### src/rtl/mem_lsu_if.sv
// Data-bus interface between the memory-stage LSU (master) and the data memory (slave).
// Request/acknowledge protocol: dreq held until a single-cycle dack; drdata valid while dack=1.
interface mem_lsu_if;
  logic        dreq;
  logic        dwe;
  logic [31:0] daddr;
  logic [3:0]  dsel;
  logic [31:0] dwdata;
  logic        dack;
  logic [31:0] drdata;

  modport master (output dreq, dwe, daddr, dsel, dwdata, input dack, drdata);
  modport slave  (input dreq, dwe, daddr, dsel, dwdata, output dack, drdata);
endinterface

### src/rtl/mem_lsu.sv
// mem_lsu: MEM-stage load/store unit; define LSU_ALIGN_CHECK_EN to trap misaligned accesses.
// Latency: non-memory ops 0 cycles; accesses stall >=2 cycles until dack; DONE held while stall[4]=1.
module mem_lsu (
  input  logic        clk,
  input  logic        rst_n,
  input  logic [31:0] mem_data,
  input  logic [4:0]  mem_wd,
  input  logic        mem_wreg,
  input  logic [3:0]  mem_lsop,
  input  logic [31:0] mem_memaddr,
  input  logic [31:0] mem_reg2,
  input  logic [5:0]  stall,
  output logic        stallreq_mem,
  output logic [31:0] wb_wdata,
  output logic [4:0]  wb_wd,
  output logic        wb_wreg,
  mem_lsu_if.master   dbus,
  output logic        misalign
);

  localparam logic [3:0] OP_LB  = 4'd1;
  localparam logic [3:0] OP_LBU = 4'd2;
  localparam logic [3:0] OP_LH  = 4'd3;
  localparam logic [3:0] OP_LHU = 4'd4;
  localparam logic [3:0] OP_LW  = 4'd5;
  localparam logic [3:0] OP_SB  = 4'd6;
  localparam logic [3:0] OP_SH  = 4'd7;
  localparam logic [3:0] OP_SW  = 4'd8;

  typedef enum logic [1:0] {IDLE, REQ, DONE} state_t;

  state_t      state;
  logic [31:0] ld_q;
  logic        is_load, is_store, misaligned, access;
  logic [3:0]  sel_n;
  logic [31:0] wdat_n;
  logic [7:0]  ld_byte;
  logic [15:0] ld_half;
  logic [31:0] ld_ext;

  // Only stall[4] (MEM/WB hold) concerns this stage.
  logic unused_stall;
  assign unused_stall = ^{stall[5], stall[3:0]};

  assign is_load  = (mem_lsop >= OP_LB) && (mem_lsop <= OP_LW);
  assign is_store = (mem_lsop >= OP_SB) && (mem_lsop <= OP_SW);

`ifdef LSU_ALIGN_CHECK_EN
  assign misaligned = (((mem_lsop == OP_LH) || (mem_lsop == OP_LHU) || (mem_lsop == OP_SH))
                       && mem_memaddr[0])
                   || (((mem_lsop == OP_LW) || (mem_lsop == OP_SW)) && (mem_memaddr[1:0] != 2'b00));
  assign misalign   = (state == IDLE) && (is_load || is_store) && misaligned;
`else
  assign misaligned = 1'b0;
  assign misalign   = 1'b0;
`endif

  assign access       = (is_load || is_store) && !misaligned;
  assign stallreq_mem = ((state == IDLE) && access) || (state == REQ);

  always_comb begin
    sel_n  = 4'b1111;
    wdat_n = mem_reg2;
    case (mem_lsop)
      OP_LB, OP_LBU, OP_SB: begin
        sel_n  = 4'b0001 << mem_memaddr[1:0];
        wdat_n = {4{mem_reg2[7:0]}};
      end
      OP_LH, OP_LHU, OP_SH: begin
        sel_n  = mem_memaddr[1] ? 4'b1100 : 4'b0011;
        wdat_n = {2{mem_reg2[15:0]}};
      end
      default: ;
    endcase
  end

  // Lane extraction relies on mem_memaddr staying frozen through REQ/DONE.
  always_comb begin
    case (mem_memaddr[1:0])
      2'd0:    ld_byte = ld_q[7:0];
      2'd1:    ld_byte = ld_q[15:8];
      2'd2:    ld_byte = ld_q[23:16];
      default: ld_byte = ld_q[31:24];
    endcase
    ld_half = mem_memaddr[1] ? ld_q[31:16] : ld_q[15:0];
    case (mem_lsop)
      OP_LB:   ld_ext = {{24{ld_byte[7]}}, ld_byte};
      OP_LBU:  ld_ext = {24'd0, ld_byte};
      OP_LH:   ld_ext = {{16{ld_half[15]}}, ld_half};
      OP_LHU:  ld_ext = {16'd0, ld_half};
      default: ld_ext = ld_q;
    endcase
  end

  always_ff @(posedge clk or negedge rst_n) begin
    if (!rst_n) begin
      state       <= IDLE;
      dbus.dreq   <= 1'b0;
      dbus.dwe    <= 1'b0;
      dbus.daddr  <= 32'd0;
      dbus.dsel   <= 4'd0;
      dbus.dwdata <= 32'd0;
      ld_q        <= 32'd0;
    end else begin
      case (state)
        IDLE: if (access) begin
          state       <= REQ;
          dbus.dreq   <= 1'b1;
          dbus.dwe    <= is_store;
          dbus.daddr  <= {mem_memaddr[31:2], 2'b00};
          dbus.dsel   <= sel_n;
          dbus.dwdata <= wdat_n;
        end
        REQ: if (dbus.dack) begin
          state     <= DONE;
          dbus.dreq <= 1'b0;
          ld_q      <= dbus.drdata;
        end
        DONE: if (!stall[4]) state <= IDLE;
        default: state <= IDLE;
      endcase
    end
  end

  // Memory ops only write back from DONE; stores never write back.
  always_comb begin
    wb_wd    = mem_wd;
    wb_wdata = mem_data;
    wb_wreg  = 1'b0;
    case (state)
      IDLE: wb_wreg = mem_wreg && !(is_load || is_store);
      DONE: if (is_load) begin
        wb_wdata = ld_ext;
        wb_wreg  = mem_wreg;
      end
      default: ;
    endcase
  end

endmodule

### src/flat_wrapper.sv
// flat-port wrapper written by rule: the top's interface ports become plain ports
module mem_lsu_flat 
  (clk, rst_n, mem_data, mem_wd, mem_wreg, mem_lsop, mem_memaddr, mem_reg2, stall, stallreq_mem, wb_wdata, wb_wd, wb_wreg, misalign, dbus_dreq, dbus_dwe, dbus_daddr, dbus_dsel, dbus_dwdata, dbus_dack, dbus_drdata);
  mem_lsu_if dbus_i ();
  input  logic clk;
  input  logic rst_n;
  input  logic [31:0] mem_data;
  input  logic [4:0] mem_wd;
  input  logic mem_wreg;
  input  logic [3:0] mem_lsop;
  input  logic [31:0] mem_memaddr;
  input  logic [31:0] mem_reg2;
  input  logic [5:0] stall;
  output logic stallreq_mem;
  output logic [31:0] wb_wdata;
  output logic [4:0] wb_wd;
  output logic wb_wreg;
  output logic misalign;
  output wire logic [$bits(dbus_i.dreq)-1:0] dbus_dreq;
  output wire logic [$bits(dbus_i.dwe)-1:0] dbus_dwe;
  output wire logic [$bits(dbus_i.daddr)-1:0] dbus_daddr;
  output wire logic [$bits(dbus_i.dsel)-1:0] dbus_dsel;
  output wire logic [$bits(dbus_i.dwdata)-1:0] dbus_dwdata;
  input wire logic [$bits(dbus_i.dack)-1:0] dbus_dack;
  input wire logic [$bits(dbus_i.drdata)-1:0] dbus_drdata;
  assign dbus_dreq = dbus_i.dreq;
  assign dbus_dwe = dbus_i.dwe;
  assign dbus_daddr = dbus_i.daddr;
  assign dbus_dsel = dbus_i.dsel;
  assign dbus_dwdata = dbus_i.dwdata;
  assign dbus_i.dack = dbus_dack;
  assign dbus_i.drdata = dbus_drdata;
  mem_lsu u_core (.clk(clk), .rst_n(rst_n), .mem_data(mem_data), .mem_wd(mem_wd), .mem_wreg(mem_wreg), .mem_lsop(mem_lsop), .mem_memaddr(mem_memaddr), .mem_reg2(mem_reg2), .stall(stall), .stallreq_mem(stallreq_mem), .wb_wdata(wb_wdata), .wb_wd(wb_wd), .wb_wreg(wb_wreg), .dbus(dbus_i), .misalign(misalign));
endmodule
### config.mk
export PLATFORM = sky130hd
export DESIGN_NAME = mem_lsu_flat
export DESIGN_NICKNAME = d
export VERILOG_FILES = /design/src/rtl/mem_lsu_if.sv /design/src/rtl/mem_lsu.sv /design/src/flat_wrapper.sv
export SDC_FILE = /design/constraint.sdc
export NUM_CORES = 1
export LEC_CHECK = 0
export ABC_CLOCK_PERIOD_IN_PS = 3050
export CORE_AREA = 4 4 111 123
export DETAILED_ROUTE_END_ITERATION = 8
export DIE_AREA = 0 0 115 127
export PLACE_DENSITY = 0.95
export SETUP_SLACK_MARGIN = 0.5
export SYNTH_ARGS = -nofsm -noshare
export SYNTH_HDL_FRONTEND = slang
export SYNTH_SLANG_ARGS = --single-unit
### constraint.sdc
create_clock -name clk -period 3.05 [get_ports clk]
set_input_delay 0.305 -clock clk [delete_from_list [all_inputs] [get_ports clk]]
set_output_delay 0.305 -clock clk [all_outputs]
set_load 0.01 [all_outputs]
-- Word level (Yosys, flattened, before mapping)
Cells that the tools add are included.
- bits of input ports: 147
- register bits: 102
- output and inout bits: 110
- word-level logic and storage cells: 58
- magnitude comparators: 4
- shift operators: 1
- reduce and logical (&&, ||, !) cells: 16
- equal/unequal tests: 13
- muxes and demuxes: 17
- operators with widths (cell ; count):
    $pmux 32 s4 ; 1
    $mux 32 ; 2
    $pmux 32 s2 ; 1
    $pmux 8 s3 ; 1
    $mux 16 ; 1
    $eq 4x3->1 const B ; 3
    $eq 4x2->1 const B ; 2
    $pmux 4 s2 ; 1
    $mux 2 ; 3
    $pmux 2 s3 ; 1
    $reduce_and 3->1 ; 2
    $reduce_or 3->1 ; 2
    $eq 2x1->1 const B ; 2
    $eq 2x2->1 const B ; 2
    $eq 4x1->1 const B ; 1
    $ge 4x1->1 const B ; 1
    $ge 4x3->1 const B ; 1
    $le 4x3->1 const B ; 1
    $le 4x4->1 const B ; 1
    $logic_and 1x1->1 ; 4
    $logic_not 2->1 ; 2
    $mux 4 ; 1
    $ne 2x2->1 const B ; 2
    $pmux 1 s2 ; 2
    other kinds (7) ; 11

-- Longest topological paths before layout
Gate-level depths: netlist of run 1.
- depth in word-level cells: 6
- gate-level depth with buffers: 8
- mapped depth without buffers: 4

-- Worst setup path before layout of run 1
Ideal clock, no wire load.
- path kind: input to output
- start: input port mem_lsop[1]
- end: output port wb_wdata[29]
- stages on the path: 7
- setup slack: 1006 ps
- arrival time: 1739 ps
- required time: 2745 ps
- cell sequence: buf_4 -> or3_4 -> and3b_1 -> buf_4 -> buf_4 -> and3_4 -> a211o_1
- word-level cells in the longest chain between the ends: 4
- ends and longest elaborated chain (element ; RTL line ; source):
    from (decl) ; flat_wrapper.sv:10 ; input logic [3:0] mem_lsop;
    $ge 4x1->1 (tied with other cells) ; mem_lsu.sv:45 ; assign is_load = (mem_lsop >= OP_LB) && (mem_lsop <= OP_LW);
    $logic_and 1x1->1 / $pmux 32 s4 (equally long branches) ; mem_lsu.sv:45, mem_lsu.sv:86 ;
    $mux 32 * ; mem_lsu.sv:132 ; DONE: if (is_load) begin
    $mux 32 * ; mem_lsu.sv:130 ; case (state)
    to (decl) ; flat_wrapper.sv:15 ; output logic [31:0] wb_wdata;
Every way passes the cells marked *; elsewhere a longest branch is shown, timed or not.

-- Worst setup path in the final report of run 1
- start: input port mem_lsop[3]
- end: output port wb_wdata[27]
The elaborated chain is that of the path after synthesis.

==> results of run 1 <==
==> Yosys cell counts (10+ instances only) <==
library cell / count / area [um2]
nor2_1: 14 / 52.6
o21ai_1: 17 / 85.1
a211o_1: 16 / 140
o21bai_1: 10 / 75.1
clkbuf_1: 10 / 37.5
mux2_2: 68 / 766
mux2i_1: 24 / 240
nand2_1: 43 / 161
buf_2: 11 / 55.1
dfrtp_1: 102 / 2550
buf_4: 20 / 150
and3_1: 14 / 87.6
o21ai_0: 23 / 115
==> cell type report <==
cell class | instances | area share (%)
Clock buffer | 11 | 3.01
Clock inverter | 5 | 0.745
Inverter | 3 | 0.134
Multi-Input combinational cell | 323 | 31.9
Sequential cell | 102 | 30.4
Tap cell | 157 | 2.34
Timing Repair Buffer | 279 | 31.4
==> critical path, delay by kind of cell <==
family	cells	cell delay [ns]
buffers and inverters	3	1.14
AO/OA/AOI/OAI	2	0.49
AND/OR/NAND/NOR	1	0.44
==> sequential cells by signal, summed over array words and instances (netlist names) <==
| signal | cells |
|---|---|
| u_core.dbus.daddr | 30 |
| u_core.ld_q | 32 |
| u_core.dbus.dwe | 1 |
| u_core.dbus.dwdata | 32 |
| u_core.state | 2 |
| u_core.dbus.dsel | 4 |
| u_core.dbus.dreq | 1 |
==> kinds of logic after synthesis <==
logic type                after synthesis  synth area share [%]
other                                   1                0.0685
xor gates and xnor gates                1                 0.160
and+or+nand+nor                       100                  9.76
AOI/OAI and AO/OA                     117                  15.9
muxes                                 102                  22.1
buffers and inverters                  48                  5.46
DFF                                   102                  46.6
==> stage by stage <==
step	TNS, ns	power, mW	instances	area, um2	setup WS, ns
3_3_place_gp	-0.0136	5.61	846	7980	-0.00331
6_report	0	6.99	880	8400	0.359
3_5_place_dp	-0.726	5.79	846	7980	-0.0775
5_1_grt	0	7.37	880	8400	0.299
2_1_floorplan	0	4.06	473	5480	1.01
4_1_cts	0	7.02	875	8390	0.333
==> power groups by stage <==
stage | clock network, mW | logic, mW | registers [mW]
floorplan | 0 | 1.44 | 2.62
global placement | 0 | 3.11 | 2.51
detailed placement | 0 | 3.22 | 2.56
CTS | 1.22 | 3.26 | 2.53
global route | 1.27 | 3.47 | 2.62
finish | 1.20 | 3.24 | 2.55
==> path summary, 6_finish.rpt <==
check                                            start                      to  slack, ns  cells past startpoint
worst max register to register         u_core.state[0]   u_core.dbus.daddr[16]       1.24                      5
worst min-delay path                             rst_n     u_core.dbus.dsel[1]       0.02                      1
worst min register to register  u_core.dbus.dwdata[22]  u_core.dbus.dwdata[22]       0.49                      2
min in group clk                           mem_lsop[0]         u_core.dbus.dwe       0.39                      3
max in group asynchronous                        rst_n         u_core.state[0]       2.17                      2
worst max-delay path                       mem_lsop[3]            wb_wdata[27]       0.36                      6
==> metal layers <==
metal,wire length (um),up-vias
met5,0,-
met3,1290,43
li1,-,2233
met2,9410,245
met1,6420,2455
met4,495,0
==> repair_timing <==
action                     CTS  global route
cloned                       0             1
setup buffers               13             4
setup endpoints to repair   33            32
pin swaps                    2             1
resized for setup           71            46
==> results.yml, run 1 <==
run_status:
  outcome: "finished clean"
sta:
  slew_viol_final: 0
  rsz0062_at_grt: "true"
  worst_clock_skew_ns: 0.00728
  final_hold_viol_count: 0
  fmax_mhz: 372
  hold_slack_ns: 0.0193
  setup_violations: 0
  tightest_slew_ns: 0.969
  fin_crit_sh_pct: 88.2
  relSlewSlack_pct: 35.4
  finalCriticalPeriod_ns: 2.69
clock_tree:
  cts_tree: "yes"
  clock-sinks: 102
  clock_latency_ns: 0.33
  root_buffer: "clkbuf_16"
  clock_path_buffers: 2
  htreeDepth: 3
  hold_buffers: 0
  numCtsBuffers: 9
  clkTransAtPathRegs_ns: 0.07
routing:
  vias: 4976
  wl_um: 17600
  wire_per_inst_um: 20.0
  drt_iter0_drc: 332
  via_per_inst: 5.65
  drc: 0
  drt_first_pass_iters: 9
  ant_nets: 0
min_path:
  hp-class: "in -> async"
layout:
  fillCellCount: 890
  regArea_um2: 2550
  final_core_util_pct: 67.3
  nets: 865
  multiInputGateArea_um2: 2680
  diodes: 0
  areaGrowthSynthToFinish_pct: 53.3
  layout_common_cells: "clkdlybuf4s50_1, dfrtp_1, mux2_2"
  drive_above_1_share_pct: 24.8
  layout_commonest_cell: "clkdlybuf4s50_1"
place:
  hpwlAfterDp_um: 13100
  gp_congestion: 0.923
  io_buffer_count: 238
worst_setup_path:
  start_kind: "input port"
  crit_required_ns: 2.74
  crit_arrival_ns: 2.39
  slowest_stage: "clkdlybuf4s50_1"
  crit_path_cell_trace: "clkdlybuf4s50_1 > or3b_4 > a2111oi_4 > buf_12 > a211o_1 > clkdlybuf4s50_1"
  cp_max_fo: 16
  path_class: "in -> out"
  end_kind: "primary output"
  cpPeakStageDelay_ns: 0.52
  cp_common_cell: "clkdlybuf4s50_1"
power:
  clock_power_share_pct: 17.1
  p_per_area_nw_per_um2: 832
  peakVddDrop_uv: 455
  intPower_mw: 4.64
  p_leak_nw: 3.69
  p_seq_share_pct: 36.5
  p_switching_mw: 2.35
  switching_share_pct: 33.6
  p_comb_share_pct: 46.4
die:
  die_y_um: 127
  initial_core_util_pct: 43.9
  core-area_um2: 12500
  rows: 43
  die_area_um2: 14600
  top_level_ports: 257
  die-width_um: 115
global_route:
  antenna_found_initial: 0
  grt_overflow: 0
  grt_pass1_vias: 5317
  grt_util_met2_pct: 41.9
  grt_pass1_wl_um: 27600
  top_usage_layer: "met2"
  use_met3_pct: 4.59
  grt_max_degree: 94
  grt_usage_pct: 23.8
  use_met1_pct: 28.3
yosys:
  yosys_warnings: 0
  synthCells: 471
  synthArstFlopShare_pct: 100
  synth_cell_type_count: 51
  ys_ff_latch: 102
  syn_area_um2: 5480
  syn_area_per_cell_um2: 11.6
  ys.flop_type: "dfrtp_1"
  seq_area_frac_synth_pct: 46.6
  synth_edf_count: 0
run:
  maxCapViolCount: 0
No activity file was read; power rests on OpenSTA's default activity.
==> run 2: changes to the inputs <==
Settings changed: CORE_AREA 4 4 111 123 to 4 4 110 122, CTS_BUF_LIST set to sky130_fd_sc_hd__clkbuf_8, DIE_AREA 0 0 115 127 to 0 0 114 126, MAX_ROUTING_LAYER set to met4, SLEW_MARGIN set to 10.
==> results.yml, run 2 (synthesized netlist as in run 1, its figures left out) <==
die:
  initial_core_util_pct: 45.3
  die-width_um: 114
  rows: 42
  core-area_um2: 12100
  die_area_um2: 14400
  top_level_ports: 257
  die_y_um: 126
power:
  clock_power_share_pct: 13.0
  p_seq_share_pct: 37.6
  switching_share_pct: 34.7
  p_comb_share_pct: 49.3
  p_per_area_nw_per_um2: 810
  peakVddDrop_uv: 484
  p_switching_mw: 2.33
  intPower_mw: 4.39
  p_leak_nw: 3.63
sta:
  worst_clock_skew_ns: 0.0143
  fmax_mhz: 397
  relSlewSlack_pct: 33.1
  fin_crit_sh_pct: 82.6
  hold_slack_ns: 0.496
  final_hold_viol_count: 0
  tns_ns: 0
  finalCriticalPeriod_ns: 2.52
  setup_violations: 0
  slew_viol_final: 0
  rsz0062_at_grt: "true"
  tightest_slew_ns: 1.00
layout:
  fillCellCount: 920
  layout_common_cells: "clkdlybuf4s50_1, dfrtp_1, mux2_2"
  nets: 869
  layout_commonest_cell: "clkdlybuf4s50_1"
  areaGrowthSynthToFinish_pct: 51.6
  drive_above_1_share_pct: 26.6
  reg.largest.list: "u_core.dbus.dwdata: 32 flops, u_core.ld_q: 32 flops, u_core.dbus.daddr: 30 flops"
routing:
  drt_iter0_drc: 316
  via_per_inst: 5.69
  vias: 5011
  drc: 0
  drt_first_pass_iters: 5
  ant_nets: 0
  wl_um: 18100
  wire_per_inst_um: 20.5
place:
  gp_congestion: 0.916
  hpwlAfterDp_um: 13300
  io_buffer_count: 238
worst_setup_path:
  r2r_slack_ns: 1.28
  start_kind: "input port"
  worstRegToRegCells: 5
  crit_arrival_ns: 2.21
  end_kind: "primary output"
  r2r_start: "u_core.state[0]"
  crit_start: "mem_lsop[3]"
  cp_max_fo: 19
  path_class: "in -> out"
  setup.worst_path.end: "wb_wreg"
  worstReg2RegEnd: "u_core.dbus.daddr[17]"
  crit_required_ns: 2.74
clock_tree:
  htreeDepth: 3
  clock_path_buffers: 2
  cts_tree: "yes"
  clkTransAtPathRegs_ns: 0.09
  clock_latency_ns: 0.37
  numCtsBuffers: 9
  root_buffer: "clkbuf_8"
  clock-sinks: 102
global_route:
  grt_max_degree: 94
  grt_overflow: 0
  antenna_found_initial: 1
  grt_usage_pct: 25.5
  grt_pass1_vias: 5329
  grt_pass1_wl_um: 28100
run_status:
  outcome: "finished clean"
min_path:
  hp-class: "reg -> reg"
  min_path_cells: 2
run:
  maxCapViolCount: 0
==> run 2: changes by cell type in the layout (fill, tap and decap cells not counted), sizes merged <==
| cell | before | now |
|---|---|---|
| inv | 5 | 6 |
| clkbuf | 25 | 27 |
| dlymetal6s2s | 2 | 0 |
| dlygate4sd2 | 8 | 3 |
| dlygate4sd3 | 0 | 1 |
| diode | 0 | 1 |
| clkdlybuf4s15 | 3 | 2 |
| buf | 51 | 60 |
| clkdlybuf4s50 | 201 | 200 |
| clkinvlp | 2 | 1 |
==> run 2: area by class of cell <==
cell class                 count  area (um2)  share of cell area [%]
clock buffer                  10         138                    1.66
tap                          154         193                    2.32
multi-input combinational    323        2710                    32.6
inverter                       3        11.3                   0.136
clock inverter                 5        58.8                   0.708
sequential                   102        2550                    30.8
timing repair buffer         283        2640                    31.8
antenna                        1        2.50                  0.0301
==> run 2: routing by layer <==
| layer | vias to the layer above | global-route usage [%] | wire length (um) | part of all wire, % |
|---|---|---|---|---|
| met1 | 2446 | 29.7 | 6660 | 37 |
| met4 | 0 | 11.0 | 608 | 3.4 |
| met2 | 262 | 43.9 | 9670 | 53 |
| met5 | - | - | 0 | 0 |
| met3 | 57 | 3.21 | 1150 | 6.4 |
| li1 | 2246 | - | - | - |
==> run 2: what timing repair did <==
action,4_1_cts,5_1_grt
endpoints found under the setup margin,32,25
pin swaps,4,5
endpoints found under the hold margin,38,0
resized for setup,108,36
gates cloned,1,0
hold buffers,1,0
buffers inserted,14,1
==> run 2: critical path, stage by stage <==
cell and delay [ns]:
clkdlybuf4s50_1 0.49, buf_4 0.26, nor2_1 0.11, o21ai_0 0.12
nand2_1 0.10, nor4_2 0.24, clkdlybuf4s50_1 0.59
==> run 2: how the worst min path moves through the flow <==
stage               slack [ns]                    from                      to
floorplan                0.009                   rst_n   u_core.dbus.daddr[10]
global placement          0.38                   rst_n  u_core.dbus.dwdata[14]
detailed placement        0.39                   rst_n  u_core.dbus.dwdata[22]
CTS                       0.48             mem_lsop[0]         u_core.dbus.dwe
global route              0.50             mem_lsop[0]         u_core.dbus.dwe
finish                    0.50  u_core.dbus.dwdata[26]  u_core.dbus.dwdata[26]
==> run 2: power groups by stage <==
stage               registers (mW)  logic [mW]  clock network (mW)
global route                  2.60        3.54               0.955
floorplan                     2.62        1.44                   0
detailed placement            2.57        3.22                   0
global placement              2.50        3.11                   0
CTS                           2.52        3.35               0.890
finish                        2.53        3.32               0.876
==> run 2: through the flow <==
step	utilization, %	instances	instance area (um2)	power, mW	setup WS (ns)
floorplan	-	473	5480	4.06	1.01
global placement	66.3	848	8010	5.62	-0.00638
detailed placement	66.3	848	8010	5.79	-0.0609
CTS	69.5	879	8400	6.76	0.466
global route	68.7	881	8300	7.09	0.443
finish	68.7	881	8300	6.73	0.531
==> run 3: changes to the inputs <==
Settings changed: ABC_CLOCK_PERIOD_IN_PS 3050 to 2100, CORE_AREA 4 4 110 122 to 4 4 118 132, DIE_AREA 0 0 114 126 to 0 0 122 136, PLACE_DENSITY 0.95 to 0.9.
Clock period 3.05 ns to 2.1 ns, I/O delays scaled along.
==> results.yml, run 3 (synthesized netlist as in run 1, its figures left out) <==
global_route:
  grt_pass1_vias: 5868
  grt_max_degree: 47
  grt_pass1_wl_um: 32100
  grt_usage_pct: 25.9
  use_met3_pct: 5.12
  grt_overflow: 0
  grt_util_met2_pct: 45.2
  top_usage_layer: "met2"
  antenna_found_initial: 0
  use_met1_pct: 28.4
die:
  initial_core_util_pct: 38.5
  top_level_ports: 257
  die-width_um: 122
  die_area_um2: 16600
  rows: 46
  die_y_um: 136
  core-area_um2: 14200
clock_tree:
  clock_latency_ns: 0.40
  cts_tree: "yes"
  clock_path_buffers: 2
  htreeDepth: 3
  clock-sinks: 102
  clkTransAtPathRegs_ns: 0.12
  numCtsBuffers: 9
  root_buffer: "clkbuf_8"
routing:
  wl_um: 23600
  drt_iter0_drc: 524
  ant_nets: 0
  wire_per_inst_um: 23.6
  via_per_inst: 5.66
  drc: 0
  drt_first_pass_iters: 6
  vias: 5655
place:
  hpwlAfterDp_um: 14100
  io_buffer_count: 238
  dp_slack_ns: -0.949
  place_inst: 932
  dpl_cell_area_um2: 8660
  gp_congestion: 0.861
layout:
  nets: 950
  design_area_um2: 10000
  instances_no_fill: 1000
  drive_above_1_share_pct: 41.7
  layout_commonest_cell: "clkdlybuf4s50_1"
  layout_common_cells: "clkdlybuf4s50_1, dfrtp_1, mux2_4, buf_4, buf_6"
  areaGrowthSynthToFinish_pct: 83.1
  diodes: 0
  final_core_util_pct: 70.6
  fillCellCount: 936
  reg.largest.list: "u_core.dbus.dwdata: 32 flops, u_core.ld_q: 32 flops, u_core.dbus.daddr: 30 flops"
sta:
  tightest_slew_ns: 0.522
  slew_viol_final: 0
  finalCriticalPeriod_ns: 2.47
  relSlewSlack_pct: 65.0
  setup_violations: 32
  fin_ws_ns: -0.367
  fin_crit_sh_pct: 117
  fmax_mhz: 405
  rsz0062_at_grt: "true"
  worst_clock_skew_ns: 0.0182
  final_hold_viol_count: 0
power:
  p_per_area_nw_per_um2: 1240
  total_power_mw: 12.4
  peakVddDrop_uv: 603
  p_leak_nw: 4.70
run_status:
  violations: "setup timing"
  outcome: "finished with violations"
worst_setup_path:
  slowest_stage: "dfrtp_1"
  cpPeakStageDelay_ns: 0.41
  r2r_slack_ns: 0.32
  crit_path_cell_trace: "or3b_4 > and3b_2 > buf_12 > nand2_8 > buf_6 > a2bb2oi_2 > buf_2"
  start_kind: "register"
  path_class: "reg -> out"
  crit_required_ns: 1.89
  crit_arrival_ns: 2.26
  end_kind: "primary output"
  cp_max_fo: 7
min_path:
  hp-class: "in -> async"
run:
  maxCapViolCount: 0
run 3: cell count changes in the layout (fill, tap and decap cells not counted), moves of 17 or more:
cell / change
buf_6: +28
mux2_4: +70
nand2_1: -17
buf_4: +33
mux2_2: -68
clkbuf_2: -17
run 3: area by class of cell:
class / count / area [um2] / area share [%]
clock inverters: 7 / 77.6 / 0.773
repair buffers: 364 / 3810 / 38.0
inverters: 3 / 11.3 / 0.112
flip-flops and latches: 102 / 2550 / 25.4
clock buffers: 9 / 124 / 1.24
multi-input cells: 323 / 3210 / 32.0
well taps: 192 / 240 / 2.40
run 3: worst paths after layout:
| kind | from | endpoint | depth (start not counted) |
|---|---|---|---|
| max | u_core.state[0] | wb_wdata[8] | 7 |
| min | rst_n | u_core.dbus.dwdata[20] | 2 |
| max reg2reg | u_core.state[0] | u_core.dbus.dwdata[7] | 8 |
| min reg2reg | u_core.dbus.dsel[3] | u_core.dbus.dsel[3] | 2 |
| max in group asynchronous | rst_n | u_core.ld_q[24] | 3 |
| min in group clk | mem_lsop[0] | u_core.dbus.dwe | 4 |
run 3: layer usage:
| metal | part of all wire [%] | vias up |
|---|---|---|
| met4 | 4.0 | 0 |
| met5 | 0 | - |
| met3 | 8.9 | 84 |
| met2 | 52 | 381 |
| li1 | - | 2409 |
| met1 | 35 | 2781 |
run 3: through the flow:
step | hold WS [ns] | setup TNS [ns]
2_1_floorplan | -0.0856 | 0
3_3_place_gp | 0.186 | -41.42
3_5_place_dp | 0.186 | -44.95
4_1_cts | 0.291 | -10.24
5_1_grt | 0.311 | -12.78
6_report | 0.285 | -10.33
run 3: repair_timing:
action | 4_1_cts | 5_1_grt
endpoints found under the setup margin | 102 | 102
resized for setup | 230 | 105
pin swaps | 26 | 21
hold buffers | 1 | 0
cloned | 5 | 9
buffers inserted | 30 | 7
endpoints found under the hold margin | 31 | 0
run 3: power breakdown:
group / total, mW / internal, mW / switching, mW
sequential: 3.66 / 2.95 / 0.701
combinational: 7.38 / 4.51 / 2.87
clock: 1.37 / 0.570 / 0.798
total: 12.4 / 8.03 / 4.37
run 3: critical path: cells and delay by family, from the launching register on:
family / cells / cell delay, ns
DFF: 1 / 0.41
buffers and inverters: 3 / 0.45
AOI/OAI and AO/OA: 1 / 0.15
and+or+nand+nor: 3 / 0.84
